`config.mk`:
```
export PLATFORM = sky130hd
export DESIGN_NAME = mul_scheduler
export DESIGN_NICKNAME = d
export VERILOG_FILES = /design/src/rtl/mul_sched_pkg.sv /design/src/rtl/rr_arbiter.sv /design/src/rtl/mul_scheduler.sv
export SDC_FILE = /design/constraint.sdc
export NUM_CORES = 1
export LEC_CHECK = 0
export BUFFER_PORTS_ARGS = -buffer_cell sky130_fd_sc_hd__buf_2
export CAP_MARGIN = 20
export CORE_AREA = 8 8 88 90
export DETAILED_ROUTE_END_ITERATION = 6
export DIE_AREA = 0 0 96 98
export GPL_TIMING_DRIVEN = 0
export PLACE_DENSITY_LB_ADDON = 0.15
export SYNTH_ARGS = -nofsm -noshare
export SYNTH_HDL_FRONTEND = slang
export SYNTH_SLANG_ARGS = --single-unit
```
`constraint.sdc`:
```
create_clock -name clk -period 5.22 [get_ports clk]
set_input_delay 0.783 -clock clk [delete_from_list [all_inputs] [get_ports clk]]
set_output_delay 0.783 -clock clk [all_outputs]
set_load 0.02 [all_outputs]
```
`src/rtl/mul_sched_pkg.sv`:
```
// mul_sched_pkg: shared FSM state type and datapath widths for the multiplier scheduler
package mul_sched_pkg;
  localparam int MUL_W = 8;
  localparam int PROD_W = 16;
  typedef enum logic [1:0] {IDLE, ISSUE, WAIT, RESP} sched_state_t;
endpackage

```
`src/rtl/rr_arbiter.sv`:
```
// rr_arbiter: combinational round-robin pick of the first request at or after ptr
module rr_arbiter #(
  parameter int N = 4,
  parameter int IW = (N > 1) ? $clog2(N) : 1
) (
  input  logic [N-1:0]  req,
  input  logic [IW-1:0] ptr,
  output logic [N-1:0]  grant,
  output logic [IW-1:0] idx
);
  always_comb begin
    grant = '0;
    idx = '0;
    // scan farthest-first so the candidate nearest to ptr is written last and wins
    for (int k = N - 1; k >= 0; k--) begin
      if (req[(int'(ptr) + k) % N]) begin
        grant = N'(1) << ((int'(ptr) + k) % N);
        idx = IW'((int'(ptr) + k) % N);
      end
    end
  end
endmodule

```
`src/rtl/mul_scheduler.sv`:
```
// mul_scheduler: round-robin sharing of one start/done multiplier with tagged, timeout-guarded responses
module mul_scheduler
  import mul_sched_pkg::*;
#(
  parameter int NUM_REQ = 4,
  parameter int TIMEOUT_CYC = 15,
  localparam int ID_W = (NUM_REQ > 1) ? $clog2(NUM_REQ) : 1
) (
  input  logic                     clk,
  input  logic                     rst,
  input  logic [NUM_REQ-1:0]       req_valid,
  input  logic [MUL_W*NUM_REQ-1:0] req_a,
  input  logic [MUL_W*NUM_REQ-1:0] req_b,
  output logic [NUM_REQ-1:0]       req_ready,
  output logic                     mul_start,
  output logic [MUL_W-1:0]         mul_a,
  output logic [MUL_W-1:0]         mul_b,
  input  logic                     mul_done,
  input  logic [PROD_W-1:0]        mul_result,
  output logic                     rsp_valid,
  output logic [ID_W-1:0]          rsp_id,
  output logic [PROD_W-1:0]        rsp_result,
  output logic                     rsp_err,
  input  logic                     rsp_ready,
  output logic                     busy
);
  localparam int CW = $clog2(TIMEOUT_CYC + 1);
  localparam logic [CW-1:0] LIM = CW'(TIMEOUT_CYC);
  sched_state_t state, state_nxt;
  logic [ID_W-1:0] rr_ptr, gnt_idx;
  logic [NUM_REQ-1:0] gnt;
  logic [CW-1:0] cnt, cnt_nxt;
  rr_arbiter #(.N(NUM_REQ), .IW(ID_W)) u_arb (
    .req(req_valid),
    .ptr(rr_ptr),
    .grant(gnt),
    .idx(gnt_idx)
  );
  assign cnt_nxt = cnt + 1'b1;
  assign mul_start = state == ISSUE;
  assign rsp_valid = state == RESP;
  assign busy = state != IDLE;
  always_comb begin
    state_nxt = state;
    req_ready = '0;
    case (state)
      IDLE: begin
        req_ready = gnt;
        state_nxt = |gnt ? ISSUE : IDLE;
      end
      ISSUE: state_nxt = WAIT;
      WAIT: state_nxt = (mul_done || cnt_nxt == LIM) ? RESP : WAIT;
      RESP: state_nxt = rsp_ready ? IDLE : RESP;
      default: state_nxt = IDLE;
    endcase
  end
  always_ff @(posedge clk) begin
    if (rst) begin
      state <= IDLE;
      rr_ptr <= '0;
      cnt <= '0;
      mul_a <= '0;
      mul_b <= '0;
      rsp_id <= '0;
      rsp_result <= '0;
      rsp_err <= '0;
    end else begin
      state <= state_nxt;
      if (state == IDLE && |gnt) begin
        mul_a <= req_a[MUL_W*gnt_idx +: MUL_W];
        mul_b <= req_b[MUL_W*gnt_idx +: MUL_W];
        rsp_id <= gnt_idx;
      end
      if (state == ISSUE) cnt <= '0;
      // result/err are refreshed every WAIT cycle; only the value latched on exit is ever shown
      if (state == WAIT) begin
        cnt <= cnt_nxt;
        rsp_result <= mul_done ? mul_result : '0;
        rsp_err <= !mul_done;
      end
      if (state == RESP && rsp_ready) rr_ptr <= (rsp_id == ID_W'(NUM_REQ - 1)) ? '0 : rsp_id + 1'b1;
    end
  end
endmodule

```
==> results of run 1 <==
layer usage:
metal	vias up	GRT usage (%)	share of wire (%)
met4	0	3.55	0.99
met1	1286	18.5	42
met2	91	28.7	50
met3	8	4.83	6.8
li1	1378	-	-
met5	-	0	0
area by class of cell:
type	instances	area, sq um	share of cell area (%)
multi-input cells	234	2010	51.8
plain buffers	22	141	3.64
inverters	10	37.5	0.966
flip-flops and latches	43	861	22.2
clock inverters	2	12.5	0.322
repair buffers	129	646	16.6
clock buffers	6	72.6	1.87
well taps	80	100	2.58
worst max-delay path, delay by kind of cell (launching register included):
| family | cells | cell delay [ps] |
|---|---|---|
| AO/OA/AOI/OAI | 1 | 100 |
| adder cells (fa/ha/maj) | 1 | 290 |
| flip-flops | 1 | 510 |
| AND/OR/NAND/NOR | 2 | 690 |
| buffers and inverters | 4 | 800 |
| multiplexers | 1 | 430 |
worst max path at each step:
| stage | from | to | slack, ps | cells after the start |
|---|---|---|---|---|
| after global placement | rr_ptr[0] | req_ready[3] | 1650 | 9 |
| after detailed placement | rr_ptr[0] | req_ready[3] | 1630 | 9 |
| after global routing | rr_ptr[0] | req_ready[3] | 1090 | 9 |
| final | rr_ptr[0] | req_ready[3] | 1320 | 9 |
| after floorplan | rr_ptr[0] | req_ready[3] | 1960 | 8 |
| after CTS | rr_ptr[0] | req_ready[3] | 1300 | 9 |
cells in the mapped netlist, types with 2 or more instances:
cell type   n
nand2b_1   38
nand2_1     6
mux2_4      2
dfxtp_1    43
nand3_1     4
o22ai_1     2
o211a_1     2
nor3_1      5
a21oi_1    26
and2_1      6
a2bb2oi_1   2
mux4_1     16
o21ai_0     2
mux2i_1    24
ha_1       14
a211oi_1    2
nor3b_1     2
a21o_1      2
mux2_2      3
buf_6       3
clkbuf_1    9
mux4_2      2
nor2b_1    20
and3b_1     2
o2bb2ai_1   2
buf_2       7
inv_1      10
nor2_1     30
registers in the layout, summed over array words and instances, names as in the netlist:
register    count
rsp_err         1
rr_ptr          2
mul_a           8
cnt             4
rsp_id          2
state           2
mul_b           8
rsp_result     16
power groups by stage:
stage	clock network [mW]	logic (mW)	registers, mW
floorplan	0	0.220	0.431
global placement	0	0.370	0.392
detailed placement	0	0.376	0.394
CTS	0.211	0.377	0.386
global route	0.225	0.406	0.391
finish	0.204	0.372	0.386
metrics by stage:
stage	setup WS, ps	util (%)	hold slack, ps	cell area, sq um
6_report	1320	59.8	478	3880
5_1_grt	1090	59.8	503	3880
4_1_cts	1300	59.8	479	3880
3_5_place_dp	1630	58.5	466	3800
3_3_place_gp	1650	58.5	458	3800
2_1_floorplan	1960	-	482	3050
logic make-up after synthesis:
family / Yosys count / share of synthesized area [%]
AND/OR/NAND/NOR: 119 / 21.8
AO/OA/AOI/OAI: 51 / 11.8
multiplexers: 48 / 25.9
flip-flops: 43 / 28.2
buffers and inverters: 32 / 5.86
adder cells (fa/ha/maj): 14 / 5.74
XOR/XNOR: 2 / 0.574
==> results.cfg, run 1 <==
[power]
irDropWorstVdd_v = 0.000133
combinationalPowerShare_pct = 38.7
p_clk_share_pct = 21.2
switchingPower_mw = 0.332
seqPwrFrac_pct = 40.1
swShare_pct = 34.5
power.leakage_nw = 1.90
internal_power_mw = 0.630
power_mw = 0.962
power_density_mw_per_mm2 = 248

[die]
start_util_pct = 47.0
die_area_sq_mm = 0.00941
io_pins = 130
fp-row-count = 30
die-width_um = 96
fp.dieH_um = 98
coreArea_sq_mm = 0.00649

[synth]
synth_top_area_cell = dfxtp_1
ys_ff_latch = 43
ys_seq_area_share_pct = 28.2
syn_inst = 309
ys_warn_count = 0
ys_async_sr_fraction_pct = 0
yosys-top-cells-area = dfxtp_1 (28%), mux4_1 (14%), mux2i_1 (7.9%)
synth_edf_count = 0
yosysTopAreaCellShare_pct = 28.2
synth_cell_types = 51
syn_area_sq_mm = 0.00305
syn_area_per_cell_sq_um = 9.88
syn_nets = 411
synth_ff_type = dfxtp_1

[hold_path]
hold_end = mul_b[4]
holdCritPathClass = flip-flop to flip-flop
hp-start = mul_b[4]
min_path_cells = 2

[critical_path]
path_common_cell = buf_2
r2r_start = rr_ptr[0]
rrSetupSlack_ps = 1690
cp_slowest_cell = or4_4
r2r-end = mul_b[7]
cp.required_ps = 4440
cp-start-kind = flip-flop
worstSetupPathType = flip-flop to output pin
end_kind = output pin
arrival_ps = 3120
slowest_delay_ps = 550
cp_cell_sequence = buf_2 > inv_1 > ha_1 > buf_2 > mux4_2 > or4_4 > o211ai_2 > and2_1 > buf_2
rr_worst_depth = 12
crit_fanout = 10

[global_route]
track_usage_pct = 16.3
antenna_found_initial = 0
grt_pass1_vias = 2816
grt.overflow.total = 0
grt_first_pass_wirelength_mm = 12.6
grt_max_degree = 14

[cells_and_area]
final_nets = 547
area_delta_synth_final_pct = 27.2
final-instance-count-excl-fill = 526
layout_commonest_cell = buf_2
fill_cells = 589
antenna_cells = 0
drive_above_1_share_pct = 36.1
layout_common_cells = buf_2 (136), dfxtp_1 (43), nand2b_1 (38)

[cts]
clkSinkCount = 43
postCtsHoldBufs = 0
clockBufferDepth = 2
clk_latency_ps = 290
cts_resized = 0
numCtsBuffers = 5
clock-root-buffer = clkbuf_8
clkTransAtPathRegs_ps = 80
htree_levels = 2
cts_tree = done
post_cts_buffers = 0

[timing]
tns_ps = 0
rsz0062_at_grt = false
finalMaxSlewViolations = 0
finClkSkew_ps = 6.94
fin_crit_sh_pct = 74.7
slew-limit-headroom_pct = 49.4
fmax_mhz = 256
hold_viol_final = 0
finalSetupViolCount = 0
fin_crit_ps = 3900
worstMarginPinSlew_ps = 756

[status]
outcome = complete, no violations

[drt]
drtIter0Drc = 64
antenna_left = 0
num_vias = 2763
routed_via_density = 5.25
drc_errors = 0
dr.pass1.iters = 4
wire_per_inst_um = 15.0
wl_mm = 7.88

[placement]
port-buffer-count = 129
dp_hpwl_mm = 6.42
placedCellCount = 518
gp_routability_congestion = 0.873

[job]
drv_cap = 0
(Power assumes the default switching activity.)
==> run 2: changes to the inputs <==
clock period = 3.9 ns   (was 5.22 ns; I/O delays follow)
==> results.cfg, run 2 (synthesis gave the netlist of run 1 again) <==
[die]
io_pins = 130
fp.dieH_um = 98
die-width_um = 96
coreArea_sq_mm = 0.00649
die_area_sq_mm = 0.00941
start_util_pct = 47.0
fp-row-count = 30

[cells_and_area]
drive_above_1_share_pct = 36.3
utilization_pct = 59.8
final_nets = 547
fill_cells = 591
stdcell_area_sq_mm = 0.00388
final-instance-count-excl-fill = 526
antenna_cells = 0
area_delta_synth_final_pct = 27.3
regMostFlops = rsp_result
layout_common_cells = buf_2 (136), dfxtp_1 (42), nand2b_1 (38)
layout_commonest_cell = buf_2
top_regs = rsp_result: 16 flops, mul_a: 8 flops, mul_b: 8 flops
largest_reg_flops = 16

[cts]
cts_tree = done
numCtsBuffers = 5
cts_resized = 0
clkTransAtPathRegs_ps = 80
post_cts_buffers = 0
htree_levels = 2
clk_latency_ps = 290
postCtsHoldBufs = 0
clkSinkCount = 43
clock-root-buffer = clkbuf_8
clockBufferDepth = 2

[drt]
wl_mm = 7.87
wire_per_inst_um = 15.0
antenna_left = 0
num_vias = 2762
drc_errors = 0
drtIter0Drc = 57
dr.pass1.iters = 4
routed_via_density = 5.25

[placement]
pre_cts_ws_ps = 365
dp_hpwl_mm = 6.42
port-buffer-count = 129
placedCellCount = 518
gp_routability_congestion = 0.873
place_area_sq_mm = 0.00380

[hold_path]
holdCritPathClass = flip-flop to flip-flop

[power]
power.leakage_nw = 1.90
power_mw = 1.29
irDropWorstVdd_v = 0.000178
power_density_mw_per_mm2 = 331

[global_route]
track_usage_pct = 16.3
antenna_found_initial = 0
grt_max_degree = 14
grt.overflow.total = 0
grt_pass1_vias = 2816
grt_first_pass_wirelength_mm = 12.6

[critical_path]
worstSetupPathType = flip-flop to output pin
arrival_ps = 3000
cp.required_ps = 3310
crit_fanout = 10
end_kind = output pin
cp-start-kind = flip-flop

[timing]
worstMarginPinSlew_ps = 756
fmax_mhz = 279
slew-limit-headroom_pct = 49.4
final.setup.worst_slack_ps = 311
finClkSkew_ps = 7.43
finalMaxSlewViolations = 0
tns_ps = 0
fin_crit_sh_pct = 92.0
rsz0062_at_grt = false
hold_viol_final = 0
whs_ps = 478
finalSetupViolCount = 0
fin_crit_ps = 3590

[status]
outcome = complete, no violations

[job]
drv_cap = 0
run 2: cell types whose count changed in the layout (fill, tap and decap cells not counted):
cell and delta:
dfxtp_1 -1, dfxtp_2 +1
run 2: per-layer routing:
layer	track usage, %	vias up	routed length [um]
met2	28.7	90	3920
met3	4.83	10	527
met5	0	-	0
met1	18.5	1285	3340
li1	-	1377	-
met4	3.55	0	83
run 2: path summary, 6_finish.rpt:
check / start / end / slack (ps) / cells past startpoint
setup / recovery: rr_ptr[0] / req_ready[3] / 310 / 9
hold / removal: mul_b[4] / mul_b[4] / 480 / 2
setup reg to reg: rr_ptr[0] / mul_a[4] / 480 / 11
hold reg to reg: mul_b[4] / mul_b[4] / 480 / 2
run 2: cell type report:
cell class / instances / area, sq um / share of cell area [%]
plain buffers: 22 / 141 / 3.64
multi-input cells: 234 / 2010 / 51.8
repair buffers: 129 / 646 / 16.6
clock inverters: 2 / 12.5 / 0.322
flip-flops and latches: 43 / 862 / 22.2
inverters: 10 / 37.5 / 0.966
well taps: 80 / 100 / 2.58
clock buffers: 6 / 72.6 / 1.87
run 2: critical path: stages, from the launching register on:
cell and delay, ps:
dfxtp_2 430, buf_2 250, inv_1 140, ha_1 290, buf_2 220, mux4_2 430, or4_4 550, o211ai_2 100
and2_1 140, buf_2 160
run 2: report_power, final:
group	total [mW]	switching (mW)	internal, mW
Combinational	0.498	0.268	0.231
Clock	0.273	0.148	0.125
Sequential	0.516	0.0287	0.488
Total	1.29	0.444	0.844
==> run 3: changes to the inputs <==
BUFFER_PORTS_ARGS = unset   (was -buffer_cell sky130_fd_sc_hd__buf_2)
DONT_BUFFER_PORTS = 1   (was unset)
==> results.cfg, run 3 (synthesis gave the netlist of run 1 again) <==
[cells_and_area]
layout_common_cells = dfxtp_1 (43), nand2b_1 (38), nor2_1 (30)
layout_commonest_cell = dfxtp_1
fill_cells = 611
largest_reg_flops = 16
antenna_cells = 0
regArea_sq_um = 861
final_nets = 418
top_regs = rsp_result: 16 flops, mul_a: 8 flops, mul_b: 8 flops
drive_above_1_share_pct = 10.4
multi_input_area_sq_mm = 0.00201
area_delta_synth_final_pct = 6.97
regMostFlops = rsp_result

[cts]
cts_tree = done
post_cts_buffers = 0
postCtsHoldBufs = 0
clkSinkCount = 43
cts_resized = 0
clockBufferDepth = 2
numCtsBuffers = 5
htree_levels = 2
clkTransAtPathRegs_ps = 90
clk_latency_ps = 290
clock-root-buffer = clkbuf_8

[drt]
dr.pass1.iters = 4
drc_errors = 0
wire_per_inst_um = 18.1
antenna_left = 0
drtIter0Drc = 81
num_vias = 2255
wl_mm = 7.18
routed_via_density = 5.68

[global_route]
grt_pass1_vias = 2228
grt_first_pass_wirelength_mm = 11.3
track_usage_pct = 14.9
grt_max_degree = 15
grt.overflow.total = 0
antenna_found_initial = 0

[timing]
finalMaxSlewViolations = 0
tns_ps = 0
finalSetupViolCount = 0
hold_viol_final = 0
fin_crit_ps = 3680
slew-limit-headroom_pct = 50.8
rsz0062_at_grt = false
worstMarginPinSlew_ps = 735
fin_crit_sh_pct = 94.3
fmax_mhz = 272
whs_ps = 427
finClkSkew_ps = 11.5

[critical_path]
critPathTopFamily = simple AND/OR/NAND/NOR gates
cp_slowest_cell = or4_4
slowest_delay_ps = 550
cp.required_ps = 3310
arrival_ps = 3090
path_common_cell = buf_2
worstSetupPathType = flip-flop to output pin
startpoint = rr_ptr[0]
crit_buf_inv = 3
crit_fanout = 10
r2r_start = rr_ptr[0]
cp-start-kind = flip-flop
cp_cell_sequence = buf_2 > inv_1 > ha_1 > buf_2 > mux4_2 > or4_4 > o211ai_2 > and2_1
end_kind = output pin

[die]
fp.dieH_um = 98
die_area_sq_mm = 0.00941
coreArea_sq_mm = 0.00649
die-width_um = 96
fp-row-count = 30
io_pins = 130
start_util_pct = 47.0

[power]
p_clk_share_pct = 27.3
seqPwrFrac_pct = 45.7
irDropWorstVdd_v = 0.000179
combinationalPowerShare_pct = 26.9
switchingPower_mw = 0.429
power.leakage_nw = 1.35
internal_power_mw = 0.845
swShare_pct = 33.7
power_mw = 1.27
power_density_mw_per_mm2 = 390

[job]
drv_cap = 0

[placement]
dp_hpwl_mm = 5.74
gp_routability_congestion = 0.817
port-buffer-count = 0

[hold_path]
hp-start = mul_result[7]
holdCritPathClass = input pin to flip-flop

[status]
outcome = complete, no violations
==> run 3: cell count changes in the layout (fill, tap and decap cells not counted), sizes merged <==
cell	previous run	this run
clkinv	1	2
clkbuf	15	14
clkinvlp	1	0
buf	142	13
bufinv	0	1
==> run 3: final timing paths <==
kind | endpoint | slack [ps] | cells past startpoint
hold reg to reg | cnt[3] | 520 | 2
setup reg to reg | mul_a[2] | 390 | 11
hold / removal | rsp_result[7] | 430 | 2
setup / recovery | req_ready[3] | 220 | 8
==> run 3: layer usage <==
layer / track usage [%] / vias up / routed length (um)
met5: 0 / - / 0
met4: 3.55 / 0 / 46
met3: 6.37 / 2 / 599
met2: 24.2 / 73 / 3520
met1: 17.5 / 1064 / 3020
li1: - / 1116 / -
==> run 3: stage by stage <==
stage | setup WS, ps | cells | utilization (%) | cell area (sq um)
after floorplan | 802 | 309 | - | 3050
after global placement | 423 | 389 | 48.6 | 3150
after detailed placement | 389 | 389 | 48.6 | 3150
after CTS | 211 | 397 | 50.3 | 3270
after global routing | 57.6 | 397 | 50.3 | 3270
final | 224 | 397 | 50.3 | 3270
==> run 3: layout make-up <==
class,instances,area share [%]
Multi-Input combinational cell,234,61.6
Clock inverter,3,1.34
Inverter,10,1.15
Buffer,22,4.33
Sequential cell,43,26.4
Tap cell,80,3.07
Clock buffer,5,2.11
==> run 3: power by group through the flow <==
stage / clock [mW] / sequential (mW) / combinational (mW)
2_1_floorplan: 0 / 0.577 / 0.295
3_3_place_gp: 0 / 0.594 / 0.343
3_5_place_dp: 0 / 0.595 / 0.348
4_1_cts: 0.364 / 0.585 / 0.349
5_1_grt: 0.378 / 0.590 / 0.377
6_report: 0.348 / 0.583 / 0.343
==> run 3: worst register-to-register path, cell delays in order, from the launching register on <==
cell,delay [ps]
dfxtp_1,520
buf_2,280
inv_1,130
ha_1,290
buf_2,220
mux4_2,440
a21o_1,230
a22oi_4,380
buf_8,200
mux4_1,550
nand2b_1,80
mux2i_1,70
